File: config.mk
export PLATFORM = sky130hd
export DESIGN_NAME = rtc_bus_sequencer
export DESIGN_NICKNAME = d
export VERILOG_FILES = /design/src/rtl/rtc_bus_pkg.sv /design/src/rtl/rtc_phase_timer.sv /design/src/rtl/rtc_bus_sequencer.sv
export SDC_FILE = /design/constraint.sdc
export NUM_CORES = 1
export LEC_CHECK = 0
export ABC_AREA = 1
export CAP_MARGIN = 40
export CELL_PAD_IN_SITES_DETAIL_PLACEMENT = 2
export CELL_PAD_IN_SITES_GLOBAL_PLACEMENT = 2
export CORE_UTILIZATION = 32
export CTS_CLUSTER_DIAMETER = 80
export DETAILED_ROUTE_END_ITERATION = 12
export GPL_TIMING_DRIVEN = 0
export PLACE_DENSITY_LB_ADDON = 0.1
export SYNTH_ARGS = -nofsm -noshare
export SYNTH_HDL_FRONTEND = slang
export SYNTH_SLANG_ARGS = --single-unit
File: constraint.sdc
create_clock -name clk -period 2.9 [get_ports clk]
set_input_delay 0.435 -clock clk [delete_from_list [all_inputs] [get_ports clk]]
set_output_delay 0.435 -clock clk [all_outputs]
set_load 0.02 [all_outputs]
File: src/rtl/rtc_bus_pkg.sv
// Shared definitions for the RTC bus sequencer.
// Holds the sequencer state encoding, the default phase timings, the RTC
// register map and a small helper used to size the phase counter.
package rtc_bus_pkg;

    typedef enum logic [2:0] {
        IDLE,
        ADDR_SETUP,
        ADDR_STROBE,
        ADDR_HOLD,
        GAP,
        DATA_STROBE,
        DATA_HOLD,
        DONE
    } bus_state_t;

    // Default phase lengths, in clock cycles
    localparam int DEF_T_SETUP  = 2;
    localparam int DEF_T_STROBE = 8;
    localparam int DEF_T_HOLD   = 2;
    localparam int DEF_T_GAP    = 4;

    // RTC register addresses
    localparam logic [7:0] RTC_SECONDS = 8'h20;
    localparam logic [7:0] RTC_MINUTES = 8'h21;
    localparam logic [7:0] RTC_HOURS   = 8'h22;
    localparam logic [7:0] RTC_DATE    = 8'h23;
    localparam logic [7:0] RTC_MONTH   = 8'h24;
    localparam logic [7:0] RTC_YEAR    = 8'h25;
    localparam logic [7:0] RTC_TIMER   = 8'h26;
    localparam logic [7:0] RTC_COMMAND = 8'h27;

    // Largest of the four phase lengths; sizes the shared phase counter
    function automatic int max4(input int a, input int b, input int c, input int d);
        int m;
        m = a;
        if (b > m) m = b;
        if (c > m) m = c;
        if (d > m) m = d;
        return m;
    endfunction

endpackage

File: src/rtl/rtc_phase_timer.sv
// Loadable down-counter with a zero flag, shared by every bus phase.
// Ports:
//   clk, Reset  - clock and asynchronous active-high reset
//   load        - load load_value this edge (takes priority over counting)
//   load_value  - phase length minus one
//   zero        - high while the count is 0 (last cycle of the phase)
module rtc_phase_timer #(
    parameter int W = 4
) (
    input  logic         clk,
    input  logic         Reset,
    input  logic         load,
    input  logic [W-1:0] load_value,
    output logic         zero
);

    logic [W-1:0] count;

    // Count down to zero and park there until the next load
    always_ff @(posedge clk or posedge Reset) begin
        if (Reset) begin
            count <= '0;
        end else if (load) begin
            count <= load_value;
        end else if (count != '0) begin
            count <= count - W'(1);
        end
    end

    assign zero = (count == '0);

endmodule

File: src/rtl/rtc_bus_sequencer.sv
// RTC bus sequencer: turns one go request into a full multiplexed RTC bus
// transaction (address write phase, then data read or data write phase).
// Ports:
//   clk, Reset         - clock and asynchronous active-high reset
//   go, RW, addr, wdata - request; sampled only while idle
//   ad_in              - AD bus value from the pad
//   ad_out, ad_oe      - AD bus drive value and output enable
//   AD_sel             - 0 address cycle, 1 data cycle
//   CS_n, RD_n, WR_n   - active-low chip select and strobes
//   busy               - transaction in progress
//   done               - one-cycle end-of-transaction pulse
//   rdata, rdata_valid - last read data and its one-cycle valid pulse
module rtc_bus_sequencer
    import rtc_bus_pkg::*;
#(
    parameter int T_SETUP  = DEF_T_SETUP,
    parameter int T_STROBE = DEF_T_STROBE,
    parameter int T_HOLD   = DEF_T_HOLD,
    parameter int T_GAP    = DEF_T_GAP
) (
    input  logic       clk,
    input  logic       Reset,
    input  logic       go,
    input  logic       RW,
    input  logic [7:0] addr,
    input  logic [7:0] wdata,
    input  logic [7:0] ad_in,
    output logic [7:0] ad_out,
    output logic       ad_oe,
    output logic       AD_sel,
    output logic       CS_n,
    output logic       RD_n,
    output logic       WR_n,
    output logic       busy,
    output logic       done,
    output logic [7:0] rdata,
    output logic       rdata_valid
);

    localparam int CW = $clog2(max4(T_SETUP, T_STROBE, T_HOLD, T_GAP)) + 1;

    localparam logic [CW-1:0] LD_SETUP  = CW'(T_SETUP - 1);
    localparam logic [CW-1:0] LD_STROBE = CW'(T_STROBE - 1);
    localparam logic [CW-1:0] LD_HOLD   = CW'(T_HOLD - 1);
    localparam logic [CW-1:0] LD_GAP    = CW'(T_GAP - 1);

    bus_state_t    state;
    bus_state_t    next_state;
    logic          timer_load;
    logic [CW-1:0] timer_value;
    logic          timer_zero;
    logic          rw_q;
    logic [7:0]    addr_q;
    logic [7:0]    wdata_q;
    logic          accept;
    logic          sel_rw;
    logic [7:0]    sel_addr;
    logic [7:0]    sel_wdata;

    rtc_phase_timer #(.W(CW)) u_timer (
        .clk        (clk),
        .Reset      (Reset),
        .load       (timer_load),
        .load_value (timer_value),
        .zero       (timer_zero)
    );

    // Next-state and timer-load decode. Each phase ends when the shared
    // counter hits zero, at which point the next phase length is loaded.
    always_comb begin
        next_state  = state;
        timer_load  = 1'b0;
        timer_value = '0;
        case (state)
            IDLE: begin
                if (go) begin
                    next_state  = ADDR_SETUP;
                    timer_load  = 1'b1;
                    timer_value = LD_SETUP;
                end
            end
            ADDR_SETUP: begin
                if (timer_zero) begin
                    next_state  = ADDR_STROBE;
                    timer_load  = 1'b1;
                    timer_value = LD_STROBE;
                end
            end
            ADDR_STROBE: begin
                if (timer_zero) begin
                    next_state  = ADDR_HOLD;
                    timer_load  = 1'b1;
                    timer_value = LD_HOLD;
                end
            end
            ADDR_HOLD: begin
                if (timer_zero) begin
                    next_state  = GAP;
                    timer_load  = 1'b1;
                    timer_value = LD_GAP;
                end
            end
            GAP: begin
                if (timer_zero) begin
                    next_state  = DATA_STROBE;
                    timer_load  = 1'b1;
                    timer_value = LD_STROBE;
                end
            end
            DATA_STROBE: begin
                if (timer_zero) begin
                    next_state  = DATA_HOLD;
                    timer_load  = 1'b1;
                    timer_value = LD_HOLD;
                end
            end
            DATA_HOLD: begin
                if (timer_zero) next_state = DONE;
            end
            DONE:    next_state = IDLE;
            default: next_state = IDLE;
        endcase
    end

    // On the accept edge the request registers are not yet loaded, so the
    // outputs for the first phase are decoded straight from the inputs.
    assign accept    = (state == IDLE) && go;
    assign sel_rw    = accept ? RW    : rw_q;
    assign sel_addr  = accept ? addr  : addr_q;
    assign sel_wdata = accept ? wdata : wdata_q;

    // State register with all bus pins decoded from the next state, so every
    // pin is a flop and only changes on a phase boundary.
    always_ff @(posedge clk or posedge Reset) begin
        if (Reset) begin
            state       <= IDLE;
            rw_q        <= 1'b0;
            addr_q      <= 8'h00;
            wdata_q     <= 8'h00;
            rdata       <= 8'h00;
            ad_out      <= 8'h00;
            ad_oe       <= 1'b0;
            AD_sel      <= 1'b1;
            CS_n        <= 1'b1;
            RD_n        <= 1'b1;
            WR_n        <= 1'b1;
            busy        <= 1'b0;
            done        <= 1'b0;
            rdata_valid <= 1'b0;
        end else begin
            state <= next_state;

            if (accept) begin
                rw_q    <= RW;
                addr_q  <= addr;
                wdata_q <= wdata;
            end

            // The read sample point is the edge that closes the last strobe cycle
            if (state == DATA_STROBE && timer_zero && rw_q) begin
                rdata <= ad_in;
            end

            ad_out      <= 8'h00;
            ad_oe       <= 1'b0;
            AD_sel      <= 1'b1;
            CS_n        <= 1'b1;
            RD_n        <= 1'b1;
            WR_n        <= 1'b1;
            busy        <= (next_state != IDLE) && (next_state != DONE);
            done        <= (next_state == DONE);
            rdata_valid <= (next_state == DONE) && rw_q;

            case (next_state)
                ADDR_SETUP, ADDR_HOLD: begin
                    AD_sel <= 1'b0;
                    ad_oe  <= 1'b1;
                    ad_out <= sel_addr;
                end
                ADDR_STROBE: begin
                    AD_sel <= 1'b0;
                    ad_oe  <= 1'b1;
                    ad_out <= sel_addr;
                    CS_n   <= 1'b0;
                    WR_n   <= 1'b0;
                end
                DATA_STROBE: begin
                    CS_n <= 1'b0;
                    if (sel_rw) begin
                        RD_n <= 1'b0;
                    end else begin
                        WR_n   <= 1'b0;
                        ad_oe  <= 1'b1;
                        ad_out <= sel_wdata;
                    end
                end
                DATA_HOLD: begin
                    if (!sel_rw) begin
                        ad_oe  <= 1'b1;
                        ad_out <= sel_wdata;
                    end
                end
                default: begin
                end
            endcase
        end
    end

endmodule
### Yosys cells after proc, flatten, opt, wreduce, memory -nomap -nowiden

Cells that the tools add are included.

* reduce and logical (&&, ||, !) cells: 16
* equality and inequality tests: 14
* add/sub/neg operators: 1
* mux-type cells: 30

Operators by type and width (number)
* two-way mux 3 bit: 8
* two-way mux 8 bit: 3
* one-hot mux 3 bit (8 select lines): 1
* == test 3 bit, second input constant: 7
* one-hot mux 8 bit (2 select lines): 1
* == test 3 x 2 -> 1 bit, second input constant: 4
* one-hot mux 3 bit (4 select lines): 1
* two-way mux 1 bit: 10
* two-way mux 4 bit: 2
* OR reduction 2 bit: 4
* == test 3 x 1 -> 1 bit, second input constant: 2
* one-hot mux 1 bit (2 select lines): 3
* logical AND 1 bit: 5
* OR reduction 5 bit: 1
* logical NOT 4 bit: 1
* nonzero test 4 bit: 1
* subtractor 4 x 1 -> 4 bit, second input constant: 1
* logical NOT 3 bit: 1
* != test 3 bit, second input constant: 1
* nonzero test 3 bit: 1
* OR reduction 3 bit: 1
* two-way mux 2 bit: 1
* nonzero test 2 bit: 1

* bits in registers: 48
* word-level logic and storage cells: 76
* output and inout bits: 24

### Depth between registers and ports, before layout

* depth in word-level cells: 6
* gate-level depth with buffers: 10

### Modules after synthesis

A second synthesis with hierarchy kept.

* cell total of the unflattened synthesis: 247
* area total of the unflattened synthesis: 2213.4 um^2

Modules (own cells, without submodules)
* rtc_bus_sequencer: instances 1, area an instance 1954.4 um^2, cells each 209
* rtc_phase_timer: instances 1, area an instance 259.0 um^2, cells each 38

### Worst setup path after synthesis

Ideal clock, no wire load.

* path kind: reg2reg
* start point: register u_timer.count[0]
* end point: register rdata[0]
* library setup time: 0.118 ns
* slack: 1.499 ns
* stages on the path, launching flop included: 9
* arrival time: 1.283 ns
* required time: 2.782 ns
* path buffers: 1
* path through: dfrtp_1 > inv_1 > ha_1 > nand2_2 > inv_4 > nand3_2 > buf_4 > nand2_1 > o21ai_2

* longest elaborated chain between the ends: 3

Ends and longest elaborated chain
* start: declaration: RTL line rtc_phase_timer.sv:17 `logic [W-1:0] count;`
* start signal: assignment: RTL line rtc_phase_timer.sv:24 `count <= load_value;`
* start signal: assignment: RTL line rtc_phase_timer.sv:26 `count <= count - W'(1);`
* logical NOT 4 bit: RTL line rtc_phase_timer.sv:30 `assign zero = (count == '0);`
* logical AND 1 bit (2 in a row): RTL line rtc_bus_sequencer.sv:160 `if (state == DATA_STROBE && timer_zero && rw_q) begin`
* end signal: assignment: RTL line rtc_bus_sequencer.sv:161 `rdata <= ad_in;`
* end: declaration: RTL line rtc_bus_sequencer.sv:36 `output logic [7:0] rdata,`

No other way between the ends.
A chain may end at the register's enable or synchronous reset.

### Worst setup path after layout

* start point: register WR_n
* end point: output WR_n

RTL lines
* start: declaration: RTL line rtc_bus_sequencer.sv:33 `output logic WR_n,`
* start signal: assignment: RTL line rtc_bus_sequencer.sv:146 `WR_n <= 1'b1;`
* start signal: assignment: RTL line rtc_bus_sequencer.sv:169 `WR_n <= 1'b1;`
* start signal: assignment: RTL line rtc_bus_sequencer.sv:185 `WR_n <= 1'b0;`

No word-level cell between the ends.

==> results by stage <==
Status:
- The flow ran to the end, and the final reports show no timing, DRC or antenna violations.

Synthesis:
- The mapped cell area is 0.00231 mm^2.
- Counting every instance in the synthesized netlist gives 253.
- Dividing the synthesized area by the synthesized cell count gives 9.15 um^2.
- The most used flip-flop cell after synthesis is sky130_fd_sc_hd__dfrtp_1.
- The share of the synthesized area in compound gates (AO/OA/AOI/OAI) is 8.86%.
- When the netlist entered floorplanning its net count stood at 282.
- The synthesized design contains 0 enable-type register cells.
- Of the total synthesized cell area, the portion taken by full adders, half adders and majority gates is 0.541%.
- The dominant combinational cell family by area after synthesis is simple AND/OR/NAND/NOR gates.
- Synthesis inferred 48 register bits.
- In this run, distinct cell masters in the synthesized netlist total 29.
- After Yosys synthesis, XOR and XNOR cells account for 0.757% of the synthesized area.
- The share of synthesized registers carrying an async set or reset is 100%.
- The mux cell area share after synthesis is 0%.
- The proportion of synthesized chip area in sequential cells is 52.1%.
- The area fraction in and, or, nand and nor cells after synthesis is 26.5%.
- The Yosys step of the flow raised 0 warnings.

Final layout:
- The layout overhead on the synthesized area is 33.1%.
- The share of final-layout standard cells stronger than drive strength 1 is 25.2%.
- The commonest non-fill, non-tap cell in the layout is sky130_fd_sc_hd__nand2_1.
- The final layout contains 341 nets.
- Cells fill 44.6% of the core in the end.
- Leaving out fill and tap cells, the most frequent cells in the layout are sky130_fd_sc_hd__nand2_1 (62), sky130_fd_sc_hd__clkdlybuf4s50_1 (51), sky130_fd_sc_hd__dfrtp_1 (44).
- The number of diodes is 0.
- The layout filler cell count is 768.

Place:
- The HPWL after detailed placement is 4550 um.
- The port buffer count is 51.
- The final weighted congestion in routability-driven placement is 0.700.

Critical path:
- The most critical setup path has its endpoint at WR_n.
- STA classifies the critical path endpoint as a primary output.
- At the worst endpoint, the required time is 2.47 ns.
- The path depth of the worst reg2reg path is 8.
- The path type of the worst setup path is register to primary output.
- The peak per-stage delay on the critical path is 0.60 ns.
- The number of buffer and inverter instances along the worst setup path is 1.
- Tracing the worst setup path back leads to its startpoint at WR_n.
- Among all stages on the critical path, the largest delay is contributed by sky130_fd_sc_hd__clkdlybuf4s50_1.
- The worst setup path is launched from a register.
- The data arrival time at the worst-slack endpoint is 1.43 ns.
- The maximum fanout along the worst path is 1.
- The worst register-to-register path begins at u_timer.count[0].
- Among cell families on the critical path, the largest total delay comes from buffers and inverters.
- The signal on the critical path passes through clkdlybuf4s50_1.
- In this run the critical register-to-register path is captured at rdata[7].
- The setup check on the worst reg-to-reg path leaves a slack of 1.23 ns.
- In this run the number of cells on the critical path is 1.

Routing:
- The routed design has 5960 um of wire.
- The number of design rule violations left after detail routing is 0.
- The count of nets left with antenna violations once routing finished came out at 0.
- After detailed routing, the number of vias per cell comes to 4.42.
- The detailed router's first-iteration violation count is 32.
- The first-pass iteration count of the detailed router is 2.
- Detailed routing inserted a total of 1,808 vias.
- In the final routed layout, each cell accounts on average for 14.6 um.

STA:
- The number of max-slew violations in the final report is 0.
- Setup repair after global routing left no endpoint under its margin.
- The count of endpoints failing setup in the final report is 0.
- For the pin with the worst max-slew slack, the measured transition is 0.635 ns.
- In this run the tightest slew margin relative to its limit is 57.6%.
- The shortest period the worst path allows is 1.86 ns.
- The maximum operating frequency is 0.537 GHz.
- For the final database, setup skew stands at 0.00865 ns.
- The final count of hold timing violations was 0.
- The share of the clock period used by the worst path after layout is 64.2%.
- For the final routed database, the setup TNS stands at 0 ns.

CTS:
- TritonCTS built the clock tree.
- The number of sinks driven by the clock tree is 48.
- The tree is rooted in a sky130_fd_sc_hd__clkbuf_8.
- The maximum buffer depth of the clock tree is 2.
- After clock tree synthesis, the setup repair step added 0 buffers.
- The clock latency of the later-clocked register in the worst-skew pair is 0.31 ns.
- The count of instances resized after the clock tree is built is 0.
- TritonCTS created 5 clock buffers.
- The quantity of hold-fixing buffers added after cts is 0.
- After clock tree synthesis, the clock-pin slew on the worst setup and hold paths is 0.09 ns.
- The H-tree depth is 2.

Floorplanning:
- The chip width is 87.1 um.
- Measured along the y axis, the die boundary spans 87.1 um.
- The initial core utilization is 33.5%.
- The area of the core region is 0.00691 mm^2.
- The number of placed I/O pins is 52.
- After floorplanning, the core was divided into 30 placement rows.
- The die area is 0.00758 mm^2.

Pwr:
- The sum of internal, switching and leakage power is 3.19 mW.
- Dividing total power by cell area gives a power density of 1040 mW/mm^2.
- The maximum vdd drop is 0.341 mV.
- The cell leakage power is 1.51 nW.

GRT:
- The maximum number of pins on one net before global-route repair is 28.
- Global routing consumed, over all layers together, 17.7% of the routing resources.
- The number of global-route vias before repair is 2,038.
- For this run the aggregate overflow at the end of global routing stands at 0.
- The first global-routing pass estimated 10,100 um of wire.
- The initial antenna violation count came to 0.

Run:
- The max-capacitance violation count is 0.

Hold path:
- The class of the worst hold path is register to register.
- The worst hold path was traced through 2 stages.
- The startpoint identified for the worst hold timing path is rdata[7].
==> sequential cells by signal, summed over array words and instances (netlist names) <==
register	cells
AD_sel	1
busy	1
WR_n	1
state	3
ad_out	8
CS_n	1
ad_oe	1
RD_n	1
rdata_valid	1
wdata_q	8
done	1
addr_q	8
rdata	8
u_timer.count	4
rw_q	1
==> power breakdown <==
group	internal [mW]	switching (mW)	leakage (nW)
Combinational	0.649	0.972	0.908
Sequential	0.951	0.132	0.552
Clock	0.256	0.229	0.0552
==> synthesized netlist by cell type (2+ instances only) <==
| library cell | instances | share of area, % |
|---|---|---|
| sky130_fd_sc_hd__nand2_1 | 62 | 10 |
| sky130_fd_sc_hd__dfrtp_1 | 44 | 48 |
| sky130_fd_sc_hd__inv_1 | 40 | 6.5 |
| sky130_fd_sc_hd__nand2_2 | 23 | 6.2 |
| sky130_fd_sc_hd__nand3_1 | 17 | 3.7 |
| sky130_fd_sc_hd__o21ai_2 | 17 | 6.4 |
| sky130_fd_sc_hd__nor2_2 | 9 | 2.4 |
| sky130_fd_sc_hd__o21ai_0 | 6 | 1.3 |
| sky130_fd_sc_hd__nor2_1 | 5 | 0.81 |
| sky130_fd_sc_hd__dfstp_2 | 4 | 4.5 |
| sky130_fd_sc_hd__buf_4 | 3 | 0.97 |
| sky130_fd_sc_hd__a21oi_1 | 2 | 0.43 |
| sky130_fd_sc_hd__buf_12 | 2 | 1.7 |
| sky130_fd_sc_hd__buf_6 | 2 | 0.97 |
| sky130_fd_sc_hd__nand2_4 | 2 | 0.97 |
| sky130_fd_sc_hd__nor3_1 | 2 | 0.43 |
==> kinds of logic (layout without fill, tap and decap cells) <==
kind of cell,after synthesis,count (layout)
AO/OA/AOI/OAI,27,27
XOR/XNOR,2,2
AND/OR/NAND/NOR,124,124
adder cells (fa/ha/maj),1,1
flip-flops,48,48
buffers and inverters,51,111
==> how the worst min path moves through the flow <==
stage / end / slack (ns)
2_1_floorplan: addr_q[0] / 0.45
3_3_place_gp: addr_q[7] / 0.46
3_5_place_dp: addr_q[0] / 0.47
4_1_cts: addr_q[0] / 0.49
5_1_grt: addr_q[4] / 0.51
6_report: rdata[7] / 0.49
==> final cells by class <==
class / count / area [um^2] / area share [%]
sequential: 48 / 1210 / 39.2
multi-input combinational: 154 / 850 / 27.6
timing repair buffer: 52 / 538 / 17.5
tap: 96 / 120 / 3.90
buffer: 8 / 90.1 / 2.92
clock inverter: 2 / 35.0 / 1.14
inverter: 43 / 169 / 5.48
clock buffer: 6 / 72.6 / 2.36
==> per-stage QoR <==
step                cell area, um^2  hold WS (ns)  worst slack, ns  instances
finish                         3080         0.486             1.04        409
global route                   3080         0.513            0.983        409
CTS                            3080         0.495             1.01        409
detailed placement             2970         0.471             1.07        401
global placement               2950         0.464            0.276        400
floorplan                      2310         0.449             1.33        253
==> routing by layer <==
| metal | GRT usage (%) | wire length, um | vias up |
|---|---|---|---|
| met5 | 0 | 0 | - |
| met4 | 6.36 | 92 | 0 |
| met3 | 3.32 | 199 | 6 |
| met2 | 31.6 | 3040 | 35 |
| met1 | 21.3 | 2630 | 885 |
| li1 | - | - | 882 |
==> worst reg2reg max path: stages (launching register included) <==
cell,delay (ns)
sky130_fd_sc_hd__dfrtp_1,0.38
sky130_fd_sc_hd__inv_1,0.09
sky130_fd_sc_hd__ha_1,0.23
sky130_fd_sc_hd__nand2_2,0.15
sky130_fd_sc_hd__inv_4,0.16
sky130_fd_sc_hd__nand3_2,0.17
sky130_fd_sc_hd__buf_4,0.24
sky130_fd_sc_hd__nand2_1,0.09
sky130_fd_sc_hd__o21ai_2,0.05
No activity file was read; power rests on OpenSTA's default activity.
